### src/rtl/note_clk_pkg.sv
// Shared constants for the note clock bank: system clock rate, frequency-to-divisor
// helper and the divisors for the notes the game plays.
package note_clk_pkg;

  localparam int unsigned CLK_HZ = 100_000_000;

  // Divisor giving a square wave of hz (one tick per half-period).
  function automatic int unsigned hz_to_div(input int unsigned hz);
    return CLK_HZ / (2 * hz);
  endfunction

  localparam int unsigned DIV_C4 = hz_to_div(262);
  localparam int unsigned DIV_D4 = hz_to_div(294);
  localparam int unsigned DIV_E4 = hz_to_div(330);
  localparam int unsigned DIV_F4 = hz_to_div(349);
  localparam int unsigned DIV_G4 = hz_to_div(392);
  localparam int unsigned DIV_A4 = hz_to_div(440);
  localparam int unsigned DIV_B4 = hz_to_div(494);
  localparam int unsigned DIV_C5 = hz_to_div(523);
  localparam int unsigned DIV_E5 = hz_to_div(659);
  localparam int unsigned DIV_G5 = hz_to_div(784);
  localparam int unsigned DIV_C6 = hz_to_div(1047);

endpackage

### src/rtl/note_clk_bank_if.sv
// Divisor-write / restart bus and per-channel tick, square and active outputs.
interface note_clk_bank_if #(
  parameter int unsigned N_CH  = 4,
  parameter int unsigned CNT_W = 27,
  parameter int unsigned CH_W  = (N_CH > 1) ? $clog2(N_CH) : 1
);
  logic             wr_en;
  logic [CH_W-1:0]  wr_ch;
  logic [CNT_W-1:0] wr_div;
  logic             restart;
  logic [N_CH-1:0]  tick;
  logic [N_CH-1:0]  sq;
  logic [N_CH-1:0]  active;

  modport master (
    output wr_en, wr_ch, wr_div, restart,
    input  tick, sq, active
  );

  modport slave (
    input  wr_en, wr_ch, wr_div, restart,
    output tick, sq, active
  );
endinterface

### src/rtl/note_clk_ch.sv
// One divider channel: counter, active/pending divisor, tick strobe and square wave.
module note_clk_ch import note_clk_pkg::*; #(
  parameter int unsigned CNT_W       = 27,
  parameter int unsigned DEFAULT_DIV = hz_to_div(1)
) (
  input  logic             clk_i,
  input  logic             rst_ni,
  input  logic             wr_en_i,
  input  logic [CNT_W-1:0] wr_div_i,
  input  logic             restart_i,
  output logic             tick_o,
  output logic             sq_o,
  output logic             active_o
);
  localparam logic [CNT_W-1:0] ResetDiv = CNT_W'(DEFAULT_DIV);

  logic [CNT_W-1:0] cnt_q, cnt_d;
  logic [CNT_W-1:0] div_cur_q, div_cur_d;
  logic [CNT_W-1:0] div_pend_q, div_pend_d;
  logic             pend_valid_q, pend_valid_d;
  logic             tick_q, tick_d;
  logic             sq_q, sq_d;
  logic             wrap;

  assign wrap = (div_cur_q != '0) && (cnt_q == div_cur_q - CNT_W'(1));

  always_comb begin
    cnt_d        = cnt_q;
    div_cur_d    = div_cur_q;
    div_pend_d   = div_pend_q;
    pend_valid_d = pend_valid_q;
    tick_d       = 1'b0;
    sq_d         = sq_q;
    if (restart_i) begin
      cnt_d        = '0;
      sq_d         = 1'b0;
      pend_valid_d = 1'b0;
      if (wr_en_i) begin
        div_cur_d = wr_div_i;
      end else if (pend_valid_q) begin
        div_cur_d = div_pend_q;
      end
    end else if (div_cur_q == '0) begin
      // Idle channel: a write takes effect at once, phase starts from zero.
      cnt_d        = '0;
      sq_d         = 1'b0;
      pend_valid_d = 1'b0;
      if (wr_en_i) begin
        div_cur_d = wr_div_i;
      end
    end else begin
      if (wrap) begin
        cnt_d  = '0;
        tick_d = 1'b1;
        sq_d   = ~sq_q;
        if (pend_valid_q) begin
          div_cur_d    = div_pend_q;
          pend_valid_d = 1'b0;
          if (div_pend_q == '0) begin
            sq_d = 1'b0;
          end
        end
      end else begin
        cnt_d = cnt_q + CNT_W'(1);
      end
      // Running channel defers new divisors to the next wrap so no half-period is cut short.
      if (wr_en_i) begin
        div_pend_d   = wr_div_i;
        pend_valid_d = 1'b1;
      end
    end
  end

  always_ff @(posedge clk_i or negedge rst_ni) begin
    if (!rst_ni) begin
      cnt_q        <= '0;
      div_cur_q    <= ResetDiv;
      div_pend_q   <= '0;
      pend_valid_q <= 1'b0;
      tick_q       <= 1'b0;
      sq_q         <= 1'b0;
    end else begin
      cnt_q        <= cnt_d;
      div_cur_q    <= div_cur_d;
      div_pend_q   <= div_pend_d;
      pend_valid_q <= pend_valid_d;
      tick_q       <= tick_d;
      sq_q         <= sq_d;
    end
  end

  assign tick_o   = tick_q;
  assign sq_o     = sq_q;
  assign active_o = (div_cur_q != '0);

endmodule

### src/rtl/note_clk_bank.sv
// Bank of N_CH runtime-programmable clock/tone dividers sharing one write port and a
// global phase restart.
module note_clk_bank import note_clk_pkg::*; #(
  parameter int unsigned N_CH        = 4,
  parameter int unsigned CNT_W       = 27,
  parameter int unsigned DEFAULT_DIV = hz_to_div(1),
  parameter int unsigned CH_W        = (N_CH > 1) ? $clog2(N_CH) : 1
) (
  input logic           clk,
  input logic           rst_n,
  note_clk_bank_if.slave bus
);

  if (64'(DEFAULT_DIV) >= (64'd1 << CNT_W)) begin : g_div_check
    $error("note_clk_bank: DEFAULT_DIV does not fit in CNT_W bits");
  end

  for (genvar i = 0; i < N_CH; i++) begin : g_ch
    logic ch_wr;
    // Out-of-range channel numbers match no instance, so the write is dropped.
    assign ch_wr = bus.wr_en && (bus.wr_ch == CH_W'(i));

    note_clk_ch #(
      .CNT_W       (CNT_W),
      .DEFAULT_DIV (DEFAULT_DIV)
    ) u_ch (
      .clk_i     (clk),
      .rst_ni    (rst_n),
      .wr_en_i   (ch_wr),
      .wr_div_i  (bus.wr_div),
      .restart_i (bus.restart),
      .tick_o    (bus.tick[i]),
      .sq_o      (bus.sq[i]),
      .active_o  (bus.active[i])
    );
  end

endmodule

### src/flat_wrapper.sv
// flat-port wrapper written by rule: the top's interface ports become plain ports
module note_clk_bank_flat import note_clk_pkg::*;
#(
  parameter int unsigned N_CH        = 4,
  parameter int unsigned CNT_W       = 27,
  parameter int unsigned DEFAULT_DIV = hz_to_div(1),
  parameter int unsigned CH_W        = (N_CH > 1) ? $clog2(N_CH) : 1
)
  (clk, rst_n, bus_wr_en, bus_wr_ch, bus_wr_div, bus_restart, bus_tick, bus_sq, bus_active);
  note_clk_bank_if #(.N_CH(N_CH), .CNT_W(CNT_W), .CH_W(CH_W)) bus_i ();
  input logic clk;
  input logic rst_n;
  input wire logic [$bits(bus_i.wr_en)-1:0] bus_wr_en;
  input wire logic [$bits(bus_i.wr_ch)-1:0] bus_wr_ch;
  input wire logic [$bits(bus_i.wr_div)-1:0] bus_wr_div;
  input wire logic [$bits(bus_i.restart)-1:0] bus_restart;
  output wire logic [$bits(bus_i.tick)-1:0] bus_tick;
  output wire logic [$bits(bus_i.sq)-1:0] bus_sq;
  output wire logic [$bits(bus_i.active)-1:0] bus_active;
  assign bus_i.wr_en = bus_wr_en;
  assign bus_i.wr_ch = bus_wr_ch;
  assign bus_i.wr_div = bus_wr_div;
  assign bus_i.restart = bus_restart;
  assign bus_tick = bus_i.tick;
  assign bus_sq = bus_i.sq;
  assign bus_active = bus_i.active;
  note_clk_bank #(.N_CH(N_CH), .CNT_W(CNT_W), .DEFAULT_DIV(DEFAULT_DIV), .CH_W(CH_W)) u_core (.clk(clk), .rst_n(rst_n), .bus(bus_i));
endmodule
### config.mk
export PLATFORM = sky130hd
export DESIGN_NAME = note_clk_bank_flat
export DESIGN_NICKNAME = d
export VERILOG_FILES = /design/src/rtl/note_clk_pkg.sv /design/src/rtl/note_clk_bank_if.sv /design/src/rtl/note_clk_ch.sv /design/src/rtl/note_clk_bank.sv /design/src/flat_wrapper.sv
export SDC_FILE = /design/constraint.sdc
export NUM_CORES = 1
export LEC_CHECK = 0
export ABC_AREA = 0
export ABC_CLOCK_PERIOD_IN_PS = 3650
export BUFFER_PORTS_ARGS = -buffer_cell sky130_fd_sc_hd__buf_4
export CAP_MARGIN = 20
export CORE_UTILIZATION = 55
export CTS_BUF_LIST = sky130_fd_sc_hd__clkbuf_4
export DETAILED_ROUTE_END_ITERATION = 10
export HOLD_SLACK_MARGIN = 0.02
export PLACE_DENSITY = 0.78
export RECOVER_POWER = 25
export SLEW_MARGIN = 20
export SYNTH_ARGS = -nofsm -noshare
export SYNTH_HDL_FRONTEND = slang
export SYNTH_SLANG_ARGS = --single-unit
### constraint.sdc
create_clock -name clk -period 3.65 [get_ports clk]
set_input_delay 0.5475 -clock clk [delete_from_list [all_inputs] [get_ports clk]]
set_output_delay 0.5475 -clock clk [all_outputs]
set_load 0.01 [all_outputs]
---- Yosys cells after proc, flatten, opt, wreduce, memory -nomap -nowiden ----
Cells that the tools add are included.
storage, ports and cells
  register bits after elaboration ......... 336
  bits of input ports ..................... 33
  output and inout port bits .............. 12
  word-level logic and storage cells ...... 173
cells by class
  $add $sub $neg .......................... 8
  equality and inequality tests ........... 11
  mux-type cells .......................... 84
  bitwise gates (word level) .............. 9
  reduce and logical (&&, ||, !) cells .... 37
operators by type and width
  operator                                                                 count
  27-bit 2-to-1 mux                                                        36
  27-bit zero test                                                         8
  27-bit by 1-bit adder with 27-bit output, second input constant          4
  27-bit == test                                                           4
  27-bit nonzero test                                                      4
  27-bit by 1-bit subtractor with 27-bit output, second input constant     4
  1-bit 2-to-1 mux                                                         48
  4-bit nonzero test                                                       4
  3-bit by 2-bit inequality test with 1-bit output, second input constant  4
  3-bit AND reduction                                                      4
  3-bit nonzero test                                                       4
  1-bit inverter                                                           9
  1-bit logical AND                                                        8
  2-bit AND reduction                                                      4
  2-bit == test, second input constant                                     2
  2-bit by 1-bit == test with 1-bit output, second input constant          1
  2-bit zero test                                                          1

---- Logic depth before layout (Yosys ltp) ----
  depth after elaboration ................. 7
  depth in mapped cells ................... 14
  mapped depth without buffers ............ 11

---- By module ----
From an unflattened synthesis, not the netlist that was laid out.
second synthesis, totals
  cell total of the unflattened synthesis .. 2260
  area, all modules ....................... 21115.3 sq um
modules (own cells, without submodules)
  module                                  times used  cells each  area an instance (sq um)
  note_clk_ch at u_core.g_ch[0].u_ch ...  2           550         5009.8
  note_clk_ch at u_core.g_ch[3].u_ch      1           633         5889.4
  note_clk_ch at u_core.g_ch[2].u_ch      1           523         5168.7
  note_clk_bank                           1           4           37.5

---- Least setup slack after synthesis ----
No wires, ideal clock.
  path kind ............................... register to register
  from .................................... reg u_core.g_ch[3].u_ch.div_cur_q[4]
  to ...................................... reg u_core.g_ch[3].u_ch.div_cur_q[15]
  library setup time ...................... 0.075 ns
  arrival time ............................ 3.538 ns
  data required time ...................... 3.575 ns
  setup slack ............................. 0.037 ns
  stages on the path, launching flop included .. 14
  path buffers ............................ 4
  period minus slack after synthesis ...... 3.613 ns
  cells stage by stage .................... dfrtp_1 -> clkbuf_1 -> or4_1 -> clkbuf_1 -> nor4_1 -> xnor2_1 -> or4bb_1 -> a2111oi_2 -> nand2_1 -> or4_1 -> buf_2 -> a22oi_4 -> buf_4 -> a2bb2oi_1
on the way
  word-level cells in the longest chain between the ends .. 5
  elaborated cells on any way between the ends .. 10
ends and longest elaborated chain
  item                                           RTL line           text
  start: declaration                             note_clk_ch.sv:18  logic [CNT_W-1:0] div_cur_q, div_cur_d;
  start signal: assignment                       note_clk_ch.sv:77  div_cur_q <= ResetDiv;
  start signal: assignment                       note_clk_ch.sv:84  div_cur_q <= div_cur_d;
  27-bit by 1-bit subtractor with 27-bit output  note_clk_ch.sv:25  assign wrap = (div_cur_q != '0) && (cnt_q == div_cur_q - CNT_W'(1));
  27-bit == test                                 note_clk_ch.sv:25
  1-bit logical AND                              note_clk_ch.sv:25
  3-bit nonzero test (no line)                   --
  2-bit AND reduction (no line)                  --
Several ways; a longest one is shown, not always the timed one.
A chain may end at the register's enable or synchronous reset.

---- Worst setup path in the final report ----
  from .................................... reg u_core.g_ch[1].u_ch.div_cur_q[1]
  to ...................................... reg u_core.g_ch[1].u_ch.div_cur_q[10]
on the way
  word-level cells in the longest chain between the ends .. 5
  elaborated cells on any way between the ends .. 10
ends and longest elaborated chain
  item                                           RTL line
  start: declaration                             note_clk_ch.sv:18
  start signal: assignment                       note_clk_ch.sv:77
  start signal: assignment                       note_clk_ch.sv:84
  27-bit by 1-bit subtractor with 27-bit output  note_clk_ch.sv:25
  27-bit == test                                 note_clk_ch.sv:25
  1-bit logical AND                              note_clk_ch.sv:25
  3-bit nonzero test (no line)                   --
  2-bit AND reduction (no line)                  --
Several ways; a longest one is shown, not always the timed one.

==> metrics <==
status finished with violations; violated checks max-capacitance violations, max-slew violations, negative setup slack; # setup viols final 29; htree depth 3; combinational power share 0.252; Die Height 187 µm; Startpoint Class flop; Hold Crit Class primary input to flop; post-route ant nets 0; min Tclk post-route 3740 ps; Seq/Total Area, Yosys 0.449; fin. max-slew vios 92; Buf+Inv Stages, Crit Path 3; initial antenna violation count 1; Critical Path Stages 13; total grt overflow 0; Crit path largest cell delay 550 ps; Final Cycle Share 1.02; routability-driven placement congestion ratio 0.985; most common cell after layout, fill and taps aside dfrtp_1; Clk Latency, worst-skew pair 810 ps; DIE AREA 35100 µm²; Tot GR Track Use 0.287; DP Worst Slack -48.9 ps; CP endpoint kind flop; total CTS buffers 89; clock buffer depth 3; Cells after Synth 1852; cell area after synthesis 18900 µm²; DR WL/cell 20.3 µm; drt first pass iters 6; Switching Share 0.334; final worst slack -86.9 ps; drt drc 0; EDFF count, synth 0; switching power 3880 µW; Peak VDD IR 0.401 mV; core footprint 33600 µm²; total placed cells including tap cells 2336; port bufs 44; fraction of registers with async set/reset 1.00; Layout area overhead 15.8%; commonest cells after routing, fill and taps aside dfrtp_1 (288), nor2_1 (188), buf_4 (144); Yosys cell types 82; vias post-DR 15900; ys flop type dfrtp_1; Net Count, Synth 1897; Worst-Margin Slew 2230 ps; largest net degree at the start of global routing 92; Post-Layout Cell Count 2513; fmax 0.268 GHz; die width 187 µm; Crit path top cell by count or4_4; Worst-path clk slew 80 ps; Slew HR -0.490; RSZ-0062 raised after global routing yes; Iter 0 DRT Violations 1625; Root Driver clkbuf_4; CTS Sinks 336; CP arrival 4450 ps; Fin. Hold Viols 0; Via-to-Cell Ratio 6.32; pwr dens 533 nW/µm²; Crit Path Max Fanout 6; maxcap violations 1; nets@finish 2036; reg2reg end u_core.g_ch[1].u_ch.div_cur_q[10]$_DFFE_PN0P_; share of cells above drive strength 1 0.281; Power Total 11600 µW; CP Cell Sequence inv_2 > ha_4 > xor2_1 > nand2_1 > a2111o_1 > or4_4 > or4_4 > nor4_4 > nand4bb_4 > a22oi_2 > buf_4 > clkbuf_16 > a2bb2oi_2; #FFs+latches synth 336; Worst EP required 4360 ps; leakage 0.00885 µW; Critical Path End u_core.g_ch[1].u_ch.div_cur_q[10]$_DFFE_PN0P_; Initial Util 0.562; FP Rows 67; Synth Warn # 0; Clk network pwr share 0.292; Top delay family on crit path simple AND/OR/NAND/NOR gates; Internal 7760 µW; Flop pwr share 0.456; TritonCTS clock tree yes; FF-to-FF Start u_core.g_ch[1].u_ch.div_cur_q[1]$_DFFE_PN0P_; Worst Hold Launch bus_wr_div[7]; vias in the first global route 15500; Total Wirelength 51000 µm; worst setup path category flop to flop; Setup crit start u_core.g_ch[1].u_ch.div_cur_q[1]$_DFFE_PN0P_; highest-delay cell along the critical path or4_4; global-route wire length before repair 81400 µm; Worst Clk Skew 73.9 ps; R2R setup slack -90 ps; R2R depth 13; Top Ports 45; syn avg cell area 10.2 µm²; Post-DP HPWL 34800 µm
[registers in the layout, indices dropped and copies added, names as in the netlist]
signal,cells
u_core.g_ch.u_ch.cnt_q,108
u_core.g_ch.u_ch.div_cur_q,108
u_core.g_ch.u_ch.div_pend_q,108
u_core.g_ch.u_ch.pend_valid_q,4
u_core.g_ch.u_ch.sq_o,4
u_core.g_ch.u_ch.tick_o,4
[cell usage after synthesis (21+ instances only)]
master / n / area (µm²)
a21oi_1: 22 / 110
nand4_1: 26 / 163
o21ai_0: 22 / 110
nand2_1: 85 / 319
buf_2: 21 / 105
o2bb2ai_1: 28 / 245
o22ai_1: 83 / 519
nor3_1: 47 / 235
clkbuf_1: 75 / 282
nor2_1: 188 / 706
a2bb2oi_1: 58 / 508
and3_1: 36 / 225
xor2_1: 105 / 920
dfstp_2: 48 / 1260
inv_1: 33 / 124
a22oi_1: 32 / 240
nor4_1: 70 / 438
mux2_2: 113 / 1270
xnor2_1: 119 / 1040
dfrtp_1: 288 / 7210
nand3_1: 77 / 385
[final cells by class]
class,count,area (µm²)
Fill cell,2570,11800
Multi-Input combinational cell,1365,10100
Sequential cell,336,8470
Timing Repair Buffer,166,1410
Clock buffer,134,1010
Tap cell,448,561
Clock inverter,30,161
Inverter,33,124
Antenna cell,1,2.50
[timing repair]
action                                 CTS  global route
setup endpoints to repair               39           162
hold buffers                             1             0
gates cloned                             1             3
endpoints found under the hold margin   77             0
setup buffers                            3             4
gates resized for setup                  5            65
pin swaps                                2             8
[through the flow]
step / hold WS, ps / cell area, µm² / util / TNS, ps
after floorplan: 252 / 18900 / - / 0
after global routing: 81.8 / 21900 / 0.650 / -4990
after CTS: 43.7 / 21500 / 0.639 / 0
after global placement: 491 / 20200 / 0.601 / 0
final: 112 / 21900 / 0.650 / -1340
after detailed placement: 490 / 20200 / 0.601 / -660
[power by group through the flow]
stage	clock network, µW	logic (µW)	registers (µW)
2_1_floorplan	0	1940	5040
5_1_grt	3670	3160	5380
4_1_cts	3480	2760	5240
6_report	3400	2930	5310
3_3_place_gp	0	2640	5270
3_5_place_dp	0	2740	5300
[cells by family (layout without fill, tap and decap cells)]
kind of cell,after synthesis,in the layout,synth area share
AND/OR/NAND/NOR,658,658,0.184
AO/OA/AOI/OAI,345,345,0.145
flip-flops,336,336,0.449
XOR/XNOR,224,224,0.104
buffers and inverters,151,363,0.0358
multiplexers,126,126,0.0743
adder cells (fa/ha/maj),12,12,0.00795
other,0,1,0
[how the worst min path moves through the flow]
stage,to,slack (ps),depth (start not counted)
after floorplan,u_core.g_ch[0].u_ch.cnt_q[0]$_DFF_PN0_,250,0
after global placement,u_core.g_ch[2].u_ch.div_cur_q[25]$_DFFE_PN1P_,490,1
after detailed placement,u_core.g_ch[2].u_ch.div_cur_q[25]$_DFFE_PN1P_,490,1
after CTS,u_core.g_ch[1].u_ch.div_pend_q[9]$_DFFE_PN0P_,40,2
after global routing,u_core.g_ch[1].u_ch.div_pend_q[7]$_DFFE_PN0P_,80,2
final,u_core.g_ch[1].u_ch.div_pend_q[7]$_DFFE_PN0P_,110,2
[layer usage]
metal | track usage | share of wire | vias to the layer above
li1 | - | - | 7183
met1 | 0.389 | 0.42 | 7911
met2 | 0.456 | 0.47 | 634
met3 | 0.0486 | 0.065 | 151
met4 | 0.122 | 0.035 | 0
met5 | 0 | 0 | -
Power figures use the tool's default switching activity.
